## src/rtl/alu_op_sequencer.sv

```systemverilog
// alu_op_sequencer: queues ALU operation requests in a small FIFO, issues
// each one to a downstream combinational ALU for a single cycle, and holds
// the captured result on a valid/ready response channel.
// Optional feature macro: ALU_SEQ_ILLEGAL_CMD_EN -- commands 101..111 are
// not issued; they are answered directly with rsp_err_out=1 and zero data.
module alu_op_sequencer #(
    parameter int DEPTH = 4,
    parameter int CW    = $clog2(DEPTH) + 1
) (
    input  logic          clk_in,
    input  logic          rstn_in,
    // request channel
    input  logic          req_valid_in,
    output logic          req_ready_out,
    input  logic [7:0]    req_a_in,
    input  logic [7:0]    req_b_in,
    input  logic [2:0]    req_cmd_in,
    // downstream ALU
    output logic [7:0]    alu_a_out,
    output logic [7:0]    alu_b_out,
    output logic [2:0]    alu_cmd_out,
    output logic          alu_en_out,
    input  logic [15:0]   alu_d_in,
    // response channel
    output logic          rsp_valid_out,
    input  logic          rsp_ready_in,
    output logic [15:0]   rsp_data_out,
    output logic [2:0]    rsp_cmd_out,
    output logic          rsp_err_out,
    // occupancy
    output logic [CW-1:0] count_out
);

    localparam int AW = (DEPTH > 1) ? $clog2(DEPTH) : 1;

    typedef struct packed {
        logic [2:0] cmd;
        logic [7:0] b;
        logic [7:0] a;
    } req_t;

    typedef enum logic [1:0] {IDLE, ISSUE, RESP} state_t;

    state_t          state, state_nx;
    req_t            mem [DEPTH];
    req_t            head, wr_ent, op_q;
    logic [AW-1:0]   wr_ptr, rd_ptr;
    logic [CW-1:0]   count;
    logic            rdy_q;
    logic            push, pop, head_bad;
    logic [15:0]     rsp_data_q;
    logic [2:0]      rsp_cmd_q;

    // rdy_q is low while in reset and for the reset edge itself, so ready
    // comes up one cycle after reset releases; otherwise ready depends only
    // on the registered occupancy, never on a same-cycle pop.
    assign req_ready_out = rdy_q && (count != CW'(DEPTH));
    assign push          = req_valid_in && req_ready_out;
    assign wr_ent        = '{cmd: req_cmd_in, b: req_b_in, a: req_a_in};
    assign head          = mem[rd_ptr];
    assign count_out     = count;

`ifdef ALU_SEQ_ILLEGAL_CMD_EN
    assign head_bad = (head.cmd >= 3'd5);
`else
    assign head_bad = 1'b0;
`endif

    assign alu_a_out     = op_q.a;
    assign alu_b_out     = op_q.b;
    assign alu_cmd_out   = op_q.cmd;
    assign alu_en_out    = (state == ISSUE);
    assign rsp_valid_out = (state == RESP);
    assign rsp_data_out  = rsp_data_q;
    assign rsp_cmd_out   = rsp_cmd_q;

    // FIFO storage; no reset needed, pointers and count qualify contents
    always_ff @(posedge clk_in) begin
        if (push) mem[wr_ptr] <= wr_ent;
    end

    // FIFO pointers, occupancy and the post-reset ready enable
    always_ff @(posedge clk_in) begin
        if (!rstn_in) begin
            wr_ptr <= '0;
            rd_ptr <= '0;
            count  <= '0;
            rdy_q  <= 1'b0;
        end else begin
            rdy_q <= 1'b1;
            if (push) wr_ptr <= wr_ptr + AW'(1);
            if (pop)  rd_ptr <= rd_ptr + AW'(1);
            case ({push, pop})
                2'b10:   count <= count + CW'(1);
                2'b01:   count <= count - CW'(1);
                default: count <= count;
            endcase
        end
    end

    // FSM state register
    always_ff @(posedge clk_in) begin
        if (!rstn_in) state <= IDLE;
        else          state <= state_nx;
    end

    // Next state and pop decision; pops only look at occupancy at cycle start
    always_comb begin
        state_nx = state;
        pop      = 1'b0;
        case (state)
            IDLE: begin
                if (count != '0) begin
                    pop      = 1'b1;
                    state_nx = head_bad ? RESP : ISSUE;
                end
            end
            ISSUE: state_nx = RESP;
            RESP: begin
                if (rsp_ready_in) begin
                    if (count != '0) begin
                        pop      = 1'b1;
                        state_nx = head_bad ? RESP : ISSUE;
                    end else begin
                        state_nx = IDLE;
                    end
                end
            end
            default: state_nx = IDLE;
        endcase
    end

    // Operand and response registers; ALU drive only changes when a legal
    // op is popped, so it holds its last value outside ISSUE
    always_ff @(posedge clk_in) begin
        if (!rstn_in) begin
            op_q       <= '0;
            rsp_data_q <= '0;
            rsp_cmd_q  <= '0;
        end else begin
            if (pop && !head_bad) op_q <= head;
            if (state == ISSUE) begin
                rsp_data_q <= alu_d_in;
                rsp_cmd_q  <= op_q.cmd;
            end else if (pop && head_bad) begin
                rsp_data_q <= '0;
                rsp_cmd_q  <= head.cmd;
            end
        end
    end

`ifdef ALU_SEQ_ILLEGAL_CMD_EN
    logic err_q;

    // Error flag: set for a directly-answered illegal command
    always_ff @(posedge clk_in) begin
        if (!rstn_in)             err_q <= 1'b0;
        else if (state == ISSUE)  err_q <= 1'b0;
        else if (pop && head_bad) err_q <= 1'b1;
    end

    assign rsp_err_out = err_q;
`else
    assign rsp_err_out = 1'b0;
`endif

endmodule

```

## config.mk

```make
export PLATFORM = sky130hd
export DESIGN_NAME = alu_op_sequencer
export DESIGN_NICKNAME = d
export VERILOG_FILES = /design/src/rtl/alu_op_sequencer.sv
export SDC_FILE = /design/constraint.sdc
export NUM_CORES = 1
export LEC_CHECK = 0
export ABC_AREA = 1
export BUFFER_PORTS_ARGS = -buffer_cell sky130_fd_sc_hd__buf_2
export CORE_MARGIN = 4
export CORE_UTILIZATION = 60
export DETAILED_ROUTE_END_ITERATION = 10
export MAX_ROUTING_LAYER = met4
export PLACE_DENSITY = 0.81
export SLEW_MARGIN = 0
export SYNTH_ARGS = -nofsm -noshare
export SYNTH_HDL_FRONTEND = slang
export SYNTH_SLANG_ARGS = --single-unit
```

## constraint.sdc

```tcl
create_clock -name clk_in -period 5.43 [get_ports clk_in]
set_input_delay 0 -clock clk_in [delete_from_list [all_inputs] [get_ports clk_in]]
set_output_delay 0 -clock clk_in [all_outputs]
set_load 0.02 [all_outputs]
```

==> results of run 1 <==
cells in the mapped netlist:
library cell	count	area share
dfxtp_1	48	0.19
buf_4	2	0.0029
o21ai_0	21	0.020
clkbuf_1	8	0.0058
nand4_1	2	0.0024
fa_1	1	0.0039
ha_1	5	0.012
nand2_1	145	0.11
a31oi_1	1	0.0012
inv_1	110	0.080
nand2_2	1	0.0012
nand3b_1	1	0.0015
a211oi_1	1	0.0015
conb_1	1	0.00073
edfxtp_1	76	0.44
buf_1	1	0.00073
a21oi_1	6	0.0058
buf_6	3	0.0066
buf_2	12	0.012
or2_2	1	0.0012
nand3_1	42	0.041
a21oi_2	1	0.0017
nor2_1	82	0.060
inv_4	1	0.0012
and2_1	1	0.0012
kinds of logic after synthesis:
group / after synthesis / share of synthesized area
AOI/OAI and AO/OA: 30 / 0.0306
adders and majority gates: 6 / 0.0160
buffers and inverters: 137 / 0.109
DFF: 124 / 0.630
other: 1 / 0.000728
and+or+nand+nor: 275 / 0.214
critical path, cell delays in order, from the launching register on:
cell,delay [ps]
dfxtp_1,380
inv_1,100
nand3_1,120
nand3_1,280
ha_1,360
fa_1,390
or2_2,320
nand4_1,80
nand2_1,50
nor2_1,120
layer usage:
| metal | up-vias | share of wire |
|---|---|---|
| li1 | 1987 | - |
| met1 | 1822 | 0.39 |
| met2 | 154 | 0.52 |
| met3 | 17 | 0.076 |
| met4 | 0 | 0.012 |
| met5 | - | 0 |
power by group through the flow:
stage	registers [W]	clock network [W]	logic [W]
floorplan	0.00144	0	0.000709
global placement	0.00129	0	0.00111
detailed placement	0.00130	0	0.00114
CTS	0.00128	0.00104	0.00118
global route	0.00131	0.00109	0.00134
finish	0.00129	0.00104	0.00119
flip-flops by register name, summed over array words and instances (netlist names):
| signal | cells |
|---|---|
| alu_cmd_out | 3 |
| rdy_q | 1 |
| alu_b_out | 8 |
| rsp_cmd_out | 3 |
| state | 2 |
| rd_ptr | 2 |
| count_out | 3 |
| wr_ptr | 2 |
| mem | 76 |
| alu_a_out | 8 |
| rsp_data_out | 16 |
repair_timing:
| action | 4_1_cts | 5_1_grt |
|---|---|---|
| hold buffers | 37 | 0 |
| buffers inserted | 0 | 0 |
| endpoints found under the hold margin | 96 | 0 |
final cells by class:
class	count	area, µm²
Inverter	111	419
Tap cell	105	131
Fill cell	515	1810
Sequential cell	124	3240
Multi-Input combinational cell	312	1360
Clock buffer	20	425
Clock inverter	12	124
Timing Repair Buffer	121	796
path summary, 6_finish.rpt:
check,startpoint,end,slack [ps],cells after the start
worst max-delay path,count_out[1],count_out[2],3170,9
worst min-delay path,rstn_in,rdy_q,10,1
worst max register to register,count_out[1],count_out[2],3170,9
worst min register to register,alu_cmd_out[1],rsp_cmd_out[1],480,2
through the flow:
step           utilization  setup WS (ps)  cell area, µm²
2_1_floorplan            -           3280            5150
3_3_place_gp         0.672           3310            5570
3_5_place_dp         0.672           3180            5570
4_1_cts              0.782           3170            6490
5_1_grt              0.782           2940            6490
6_report             0.782           3170            6490
==> flow_summary.json, run 1 <==
{
  "status": "finished, final reports clean",
  "startpoint_type": "register",
  "whs_ps": 14.9,
  "grt_max_degree": 46,
  "grt_util_all_layers": 0.249,
  "globalRouteOverflowTotal": 0,
  "skew_ps": 10.0,
  "vias_per_cell": 4.94,
  "ys_seq_area_frac": 0.630,
  "cts_made_buffers": 17,
  "drv_slew": 0,
  "grt_setup_unrepaired": "false",
  "clkTransAtPathRegs_ps": 60,
  "met3_usage": 0.0616,
  "worstPathArrival_ps": 2730,
  "die_h_um": 101,
  "diodes": 0,
  "start_util": 0.621,
  "num_rows": 33,
  "io_buffers": 82,
  "wire_per_inst_um": 14.6,
  "io_pins": 84,
  "insertion_delay_ps": 530,
  "grt_pass1_vias": 3954,
  "grt_use_met2": 0.445,
  "tns_ps": 0,
  "cts-root-buf": "clkbuf_8",
  "final_common_cell": "nand2_1",
  "die_x_um": 101,
  "syn_area_mm2": 0.00515,
  "place_hpwl_um": 6440,
  "worstPathMaxFanout": 8,
  "final_cell_mix": "nand2_1 (145), inv_1 (110), buf_2 (82), nor2_1 (78), edfxtp_1 (76)",
  "internal_power_w": 0.00220,
  "dp.cells": 736,
  "drtPass1Iterations": 5,
  "clock_sinks": 124,
  "synth_cells": 573,
  "power_switching_w": 0.00133,
  "tritoncts": "built",
  "worst-endpoint-required_ps": 5890,
  "finalCritPeriodShare": 0.417,
  "crit_type": "reg2reg",
  "drt-initial-drc-count": 201,
  "synth.ff_latch_count": 124,
  "clockBufferDepth": 2,
  "antenna_found_initial": 0,
  "gp_congestion": 0.799,
  "nets": 732,
  "finalNonFillerCells": 805,
  "drv_cap": 0,
  "power.share.switching": 0.376,
  "vias": 3980,
  "hold_class": "in2reg",
  "maxSlewHeadroom": 0.252,
  "route.detailed.drc": 0,
  "ys_types": 25,
  "htreeDepth": 4,
  "worst_pin_slew_ps": 1120,
  "p_seq_frac": 0.366,
  "die-area_mm2": 0.0101,
  "drive_above_1_share": 0.173,
  "setup-violations-final": 0,
  "max_freq_ghz": 0.442,
  "syn_avg_cell_area_um2": 8.99,
  "final_antenna_net_count": 0,
  "hold_viol": 0,
  "p_clk_frac": 0.296,
  "period_needed_ps": 2260,
  "busiest_layer": "met2",
  "core_mm2": 0.00830,
  "cellLeakagePower_nw": 3.12,
  "area_delta_synth_final_pct": 26.1,
  "ys.warnings.count": 0,
  "combPwrFrac": 0.338,
  "grt_pass1_wl_um": 18700,
  "met1_usage": 0.276,
  "p_total_w": 0.00353,
  "endpoint_kind": "register",
  "vdd.ir_drop.worst_v": 0.000324,
  "p_per_area_mw_per_mm2": 543,
  "synth_nets": 618,
  "routed_wl_um": 11700,
  "cts.repair.resized": 0
}
(Power assumes the default switching activity.)
==> inputs of run 2 (changes only) <==
- CORE_UTILIZATION: 60 -> 51
- PLACE_DENSITY: 0.81 -> 0.73
- clock period: 5.43 -> 2 ns (I/O delays scaled with it)
==> run 2 against run 1 <==
Via count shrank 0.18%. First-iteration DRC count grew 31%. Flip-flop and latch count is the same. Critical path type unchanged. Non-clock buffer count grew 12. Global-route usage shrank 3.9 points. Fmax grew 17%. Largest cell class unchanged. Combinational power grew to 2.8 times the previous value. Clock skew shrank 3.5 ps. Wire length shrank 3.9%. Cell area grew 3.1%.
==> flow_summary.json, run 2 (same netlist as run 1, synthesis figures left out) <==
{
  "vdd.ir_drop.worst_v": 0.000736,
  "finalCritPeriodShare": 0.964,
  "power_switching_w": 0.00355,
  "cts-root-buf": "clkbuf_8",
  "drv_slew": 0,
  "antenna_found_initial": 0,
  "p_per_area_mw_per_mm2": 1470,
  "vias_per_cell": 4.70,
  "place_hpwl_um": 6790,
  "clkTransAtPathRegs_ps": 60,
  "core_mm2": 0.00982,
  "final_common_cell": "nand2_1",
  "power.share.switching": 0.361,
  "regMostFlops": "mem",
  "insertion_delay_ps": 510,
  "final_antenna_net_count": 0,
  "wire_per_inst_um": 13.3,
  "max_freq_ghz": 0.519,
  "start_util": 0.524,
  "worst_pin_slew_ps": 589,
  "die-area_mm2": 0.0118,
  "fin_util": 0.682,
  "grt_util_all_layers": 0.210,
  "skew_ps": 6.53,
  "route.detailed.drc": 0,
  "maxSlewHeadroom": 0.607,
  "io_pins": 84,
  "io_buffers": 82,
  "routed_wl_um": 11300,
  "cellLeakagePower_nw": 3.21,
  "combPwrFrac": 0.340,
  "worst-endpoint-required_ps": 2450,
  "endpoint_kind": "register",
  "slowest_stage": "fa_1",
  "internal_power_w": 0.00627,
  "gp_congestion": 0.794,
  "final_cell_mix": "nand2_1 (145), inv_1 (108), buf_2 (82), nor2_1 (78), edfxtp_1 (76)",
  "period_needed_ps": 1930,
  "cts_made_buffers": 17,
  "p_clk_frac": 0.306,
  "num_rows": 36,
  "area_delta_synth_final_pct": 30.0,
  "vias": 3973,
  "setup-violations-final": 0,
  "hold_class": "in2reg",
  "htreeDepth": 4,
  "post-route-cell-area_mm2": 0.00670,
  "clockBufferDepth": 2,
  "hold_viol": 0,
  "worstPathArrival_ps": 2380,
  "nets": 745,
  "clock_sinks": 124,
  "globalRouteOverflowTotal": 0,
  "crit_chain": "nand3b_1, nand2_1, inv_1, ha_2, fa_1, or2_2, nand4_1, nand2_1, nor2_1",
  "drive_above_1_share": 0.195,
  "path_buf_inv": 1,
  "drt-initial-drc-count": 264,
  "diodes": 0,
  "crit_type": "reg2reg",
  "die_x_um": 108,
  "dpl-instance-area_mm2": 0.00570,
  "p_seq_frac": 0.354,
  "largest_reg_flops": 76,
  "startpoint_type": "register",
  "grt_max_degree": 41,
  "worstPathMaxFanout": 5,
  "die_h_um": 108,
  "critPathTopFamily": "simple AND/OR/NAND/NOR gates",
  "drtPass1Iterations": 4,
  "cp_common_cell": "nand2_1",
  "drv_cap": 0,
  "grt_pass1_vias": 4006,
  "status": "finished, final reports clean",
  "tritoncts": "built",
  "cpPeakStageDelay_ps": 400,
  "grt_pass1_wl_um": 18400
}
run 2: final timing paths:
path | start | to | slack (ps) | cells after the start
hold / removal | req_b_in[2] | mem[2][10] | 240 | 2
setup / recovery | count_out[2] | count_out[2] | 70 | 9
setup reg to reg | count_out[2] | count_out[2] | 70 | 9
hold reg to reg | alu_cmd_out[1] | rsp_cmd_out[1] | 460 | 2
run 2: worst reg2reg max path: stages (launching register included):
cell and delay, ps:
dfxtp_1 340, nand3b_1 190, nand2_1 100, inv_1 70, ha_2 200, fa_1 400, or2_2 330, nand4_1 80
nand2_1 60, nor2_1 110
run 2: what timing repair did:
| action | in CTS | in global routing |
|---|---|---|
| resized for setup | 0 | 4 |
| hold endpoints to repair | 104 | 0 |
| buffers inserted | 0 | 1 |
| hold buffers | 38 | 0 |
| endpoints found under the setup margin | 0 | 2 |
run 2: routing by layer:
layer / share of wire / routed length (µm) / GRT usage / vias up
li1: - / - / - / 2010
met1: 0.44 / 4960 / 0.237 / 1831
met2: 0.49 / 5560 / 0.353 / 116
met3: 0.054 / 607 / 0.0627 / 16
met4: 0.012 / 137 / 0.0784 / 0
met5: 0 / 0 / - / -
run 2: cell type report:
class / instances / area (µm²)
Clock inverter: 11 / 143
Sequential cell: 124 / 3250
Fill cell: 750 / 3120
Tap cell: 133 / 166
Multi-Input combinational cell: 312 / 1360
Timing Repair Buffer: 133 / 901
Clock buffer: 21 / 449
Timing Repair inverter: 1 / 5.00
Inverter: 111 / 423
run 2: power groups by stage:
| stage | registers [W] | clock network, W | logic (W) |
|---|---|---|---|
| 2_1_floorplan | 0.00391 | 0 | 0.00192 |
| 3_3_place_gp | 0.00349 | 0 | 0.00312 |
| 3_5_place_dp | 0.00352 | 0 | 0.00321 |
| 4_1_cts | 0.00347 | 0.00306 | 0.00330 |
| 5_1_grt | 0.00353 | 0.00320 | 0.00376 |
| 6_report | 0.00347 | 0.00300 | 0.00334 |
run 2: stage by stage:
stage / worst slack (ps) / setup TNS [ps] / hold slack [ps] / std cells / power, W
floorplan: -38.8 / -2950 / 27.7 / 573 / 0.00584
CTS: 0.612 / 0 / 210 / 844 / 0.00983
detailed placement: 28.3 / 0 / 222 / 774 / 0.00673
global route: -18.5 / -18.5 / 219 / 846 / 0.0105
global placement: 125 / 0 / 216 / 774 / 0.00661
finish: 72.6 / 0 / 236 / 846 / 0.00982
==> inputs of run 3 (changes only) <==
- CORE_ASPECT_RATIO: default -> 0.6
==> run 3 against run 2 <==
Clock power rose by 13%. Non-clock buffer count grew 3. Total power rose by 4.4%. First-iteration DRC count is 20% lower. Critical endpoint unchanged. Largest power group unchanged. Highest routed layer unchanged.
==> flow_summary.json, run 3 (same netlist as run 1, synthesis figures left out) <==
{
  "status": "finished, final reports clean",
  "regArea_mm2": 0.00325,
  "fillers": 737,
  "met1_usage": 0.270,
  "grt_use_met2": 0.317,
  "path_buf_inv": 1,
  "clock_sinks": 124,
  "grt_setup_unrepaired": "false",
  "critPathTopFamily": "simple AND/OR/NAND/NOR gates",
  "regMostFlops": "mem",
  "vdd.ir_drop.worst_v": 0.000766,
  "final_cell_mix": "nand2_1 (144), inv_1 (108), buf_2 (82), nor2_1 (78), edfxtp_1 (76)",
  "wire_per_inst_um": 13.6,
  "busiest_layer": "met2",
  "internal_power_w": 0.00664,
  "insertion_delay_ps": 410,
  "route.detailed.drc": 0,
  "io_buffers": 82,
  "met3_usage": 0.0545,
  "whs_ps": 47.0,
  "drtPass1Iterations": 4,
  "maxSlewHeadroom": 0.577,
  "fin_util": 0.687,
  "largest_reg_flops": 76,
  "drive_above_1_share": 0.199,
  "core_mm2": 0.00984,
  "clockBufferDepth": 2,
  "die_x_um": 138,
  "multi_input_area_mm2": 0.00136,
  "p_seq_frac": 0.339,
  "routed_wl_um": 11600,
  "skew_ps": 10.5,
  "grt_util_all_layers": 0.210,
  "io_pins": 84,
  "hold_class": "in2reg",
  "start_util": 0.523,
  "combPwrFrac": 0.331,
  "setup-violations-final": 0,
  "cts_made_buffers": 17,
  "crit_chain": "nand3b_1, nand2_2, inv_1, ha_2, fa_2, or2_2, a31oi_1, nor2_1",
  "startpoint_type": "register",
  "vias_per_cell": 4.72,
  "cts-root-buf": "clkbuf_16",
  "power.share.switching": 0.353,
  "drt-initial-drc-count": 210,
  "cpPeakStageDelay_ps": 340,
  "clkTransAtPathRegs_ps": 50,
  "tritoncts": "built",
  "final_antenna_net_count": 0,
  "die-area_mm2": 0.0118,
  "worst_pin_slew_ps": 634,
  "worstPathArrival_ps": 2190,
  "gp_congestion": 0.851,
  "slowest_stage": "dfxtp_2",
  "htreeDepth": 4,
  "diodes": 0,
  "worst-endpoint-required_ps": 2300,
  "vias": 4009,
  "grt_max_degree": 41,
  "power_switching_w": 0.00362,
  "die_h_um": 85.8,
  "cellLeakagePower_nw": 3.25,
  "drv_cap": 0,
  "globalRouteOverflowTotal": 0,
  "antenna_found_initial": 0,
  "area_delta_synth_final_pct": 31.2,
  "p_clk_frac": 0.330,
  "max_freq_ghz": 0.527,
  "p_per_area_mw_per_mm2": 1520,
  "crit_type": "reg2reg",
  "num_rows": 28,
  "hold_viol": 0,
  "nets": 747,
  "final_common_cell": "nand2_1",
  "finalCritPeriodShare": 0.948,
  "drv_slew": 0,
  "place_hpwl_um": 7100,
  "worstPathMaxFanout": 5,
  "grt_pass1_wl_um": 18400,
  "grt_pass1_vias": 3853,
  "period_needed_ps": 1900,
  "endpoint_kind": "register"
}
-- run 3: power groups by stage --
stage               Clock (W)  Combinational (W)  Sequential (W)
finish                0.00338            0.00340         0.00347
global route          0.00354            0.00384         0.00353
CTS                   0.00341            0.00333         0.00346
detailed placement          0            0.00323         0.00351
global placement            0            0.00314         0.00348
floorplan                   0            0.00192         0.00391
-- run 3: final cells by class --
type / count / area share
sequential: 124 / 0.480
multi-input combinational: 312 / 0.202
timing repair buffer: 136 / 0.134
clock buffer: 18 / 0.0635
inverter: 111 / 0.0620
clock inverter: 14 / 0.0331
tap: 135 / 0.0250
-- run 3: stage by stage --
stage	TNS [ps]	setup WS [ps]	total power (W)	instances	instance area [µm²]
finish	0	103	0.0103	850	6760
global route	0	17.7	0.0109	850	6760
CTS	0	14.2	0.0102	849	6740
detailed placement	0	60.8	0.00673	779	5710
global placement	0	121	0.00662	779	5710
floorplan	-2950	-38.8	0.00584	573	5150
-- run 3: timing repair --
| item | in CTS | in global routing |
|---|---|---|
| hold buffers | 37 | 0 |
| buffers inserted | 1 | 1 |
| pin swaps | 1 | 3 |
| endpoints found under the setup margin | 1 | 1 |
| resized for setup | 0 | 6 |
| hold endpoints to repair | 94 | 0 |
-- run 3: tightest hold or removal path, delay by kind of cell --
| family | cells | cell delay [ps] |
|---|---|---|
| and+or+nand+nor | 1 | 90 |
| buffers and inverters | 2 | 160 |
| AOI/OAI and AO/OA | 2 | 150 |
-- run 3: path summary, 6_finish.rpt --
check	cells after the start	slack, ps	from	to
setup reg to reg	8	100	count_out[2]	count_out[2]
hold / removal	5	50	rsp_ready_in	rd_ptr[1]
setup / recovery	8	100	count_out[2]	count_out[2]
hold reg to reg	2	480	alu_cmd_out[0]	rsp_cmd_out[0]
-- run 3: routing by layer --
metal	wire length, µm	vias up
li1	-	2016
met1	5140	1816
met2	5150	161
met3	1140	16
met4	157	0
met5	0	-
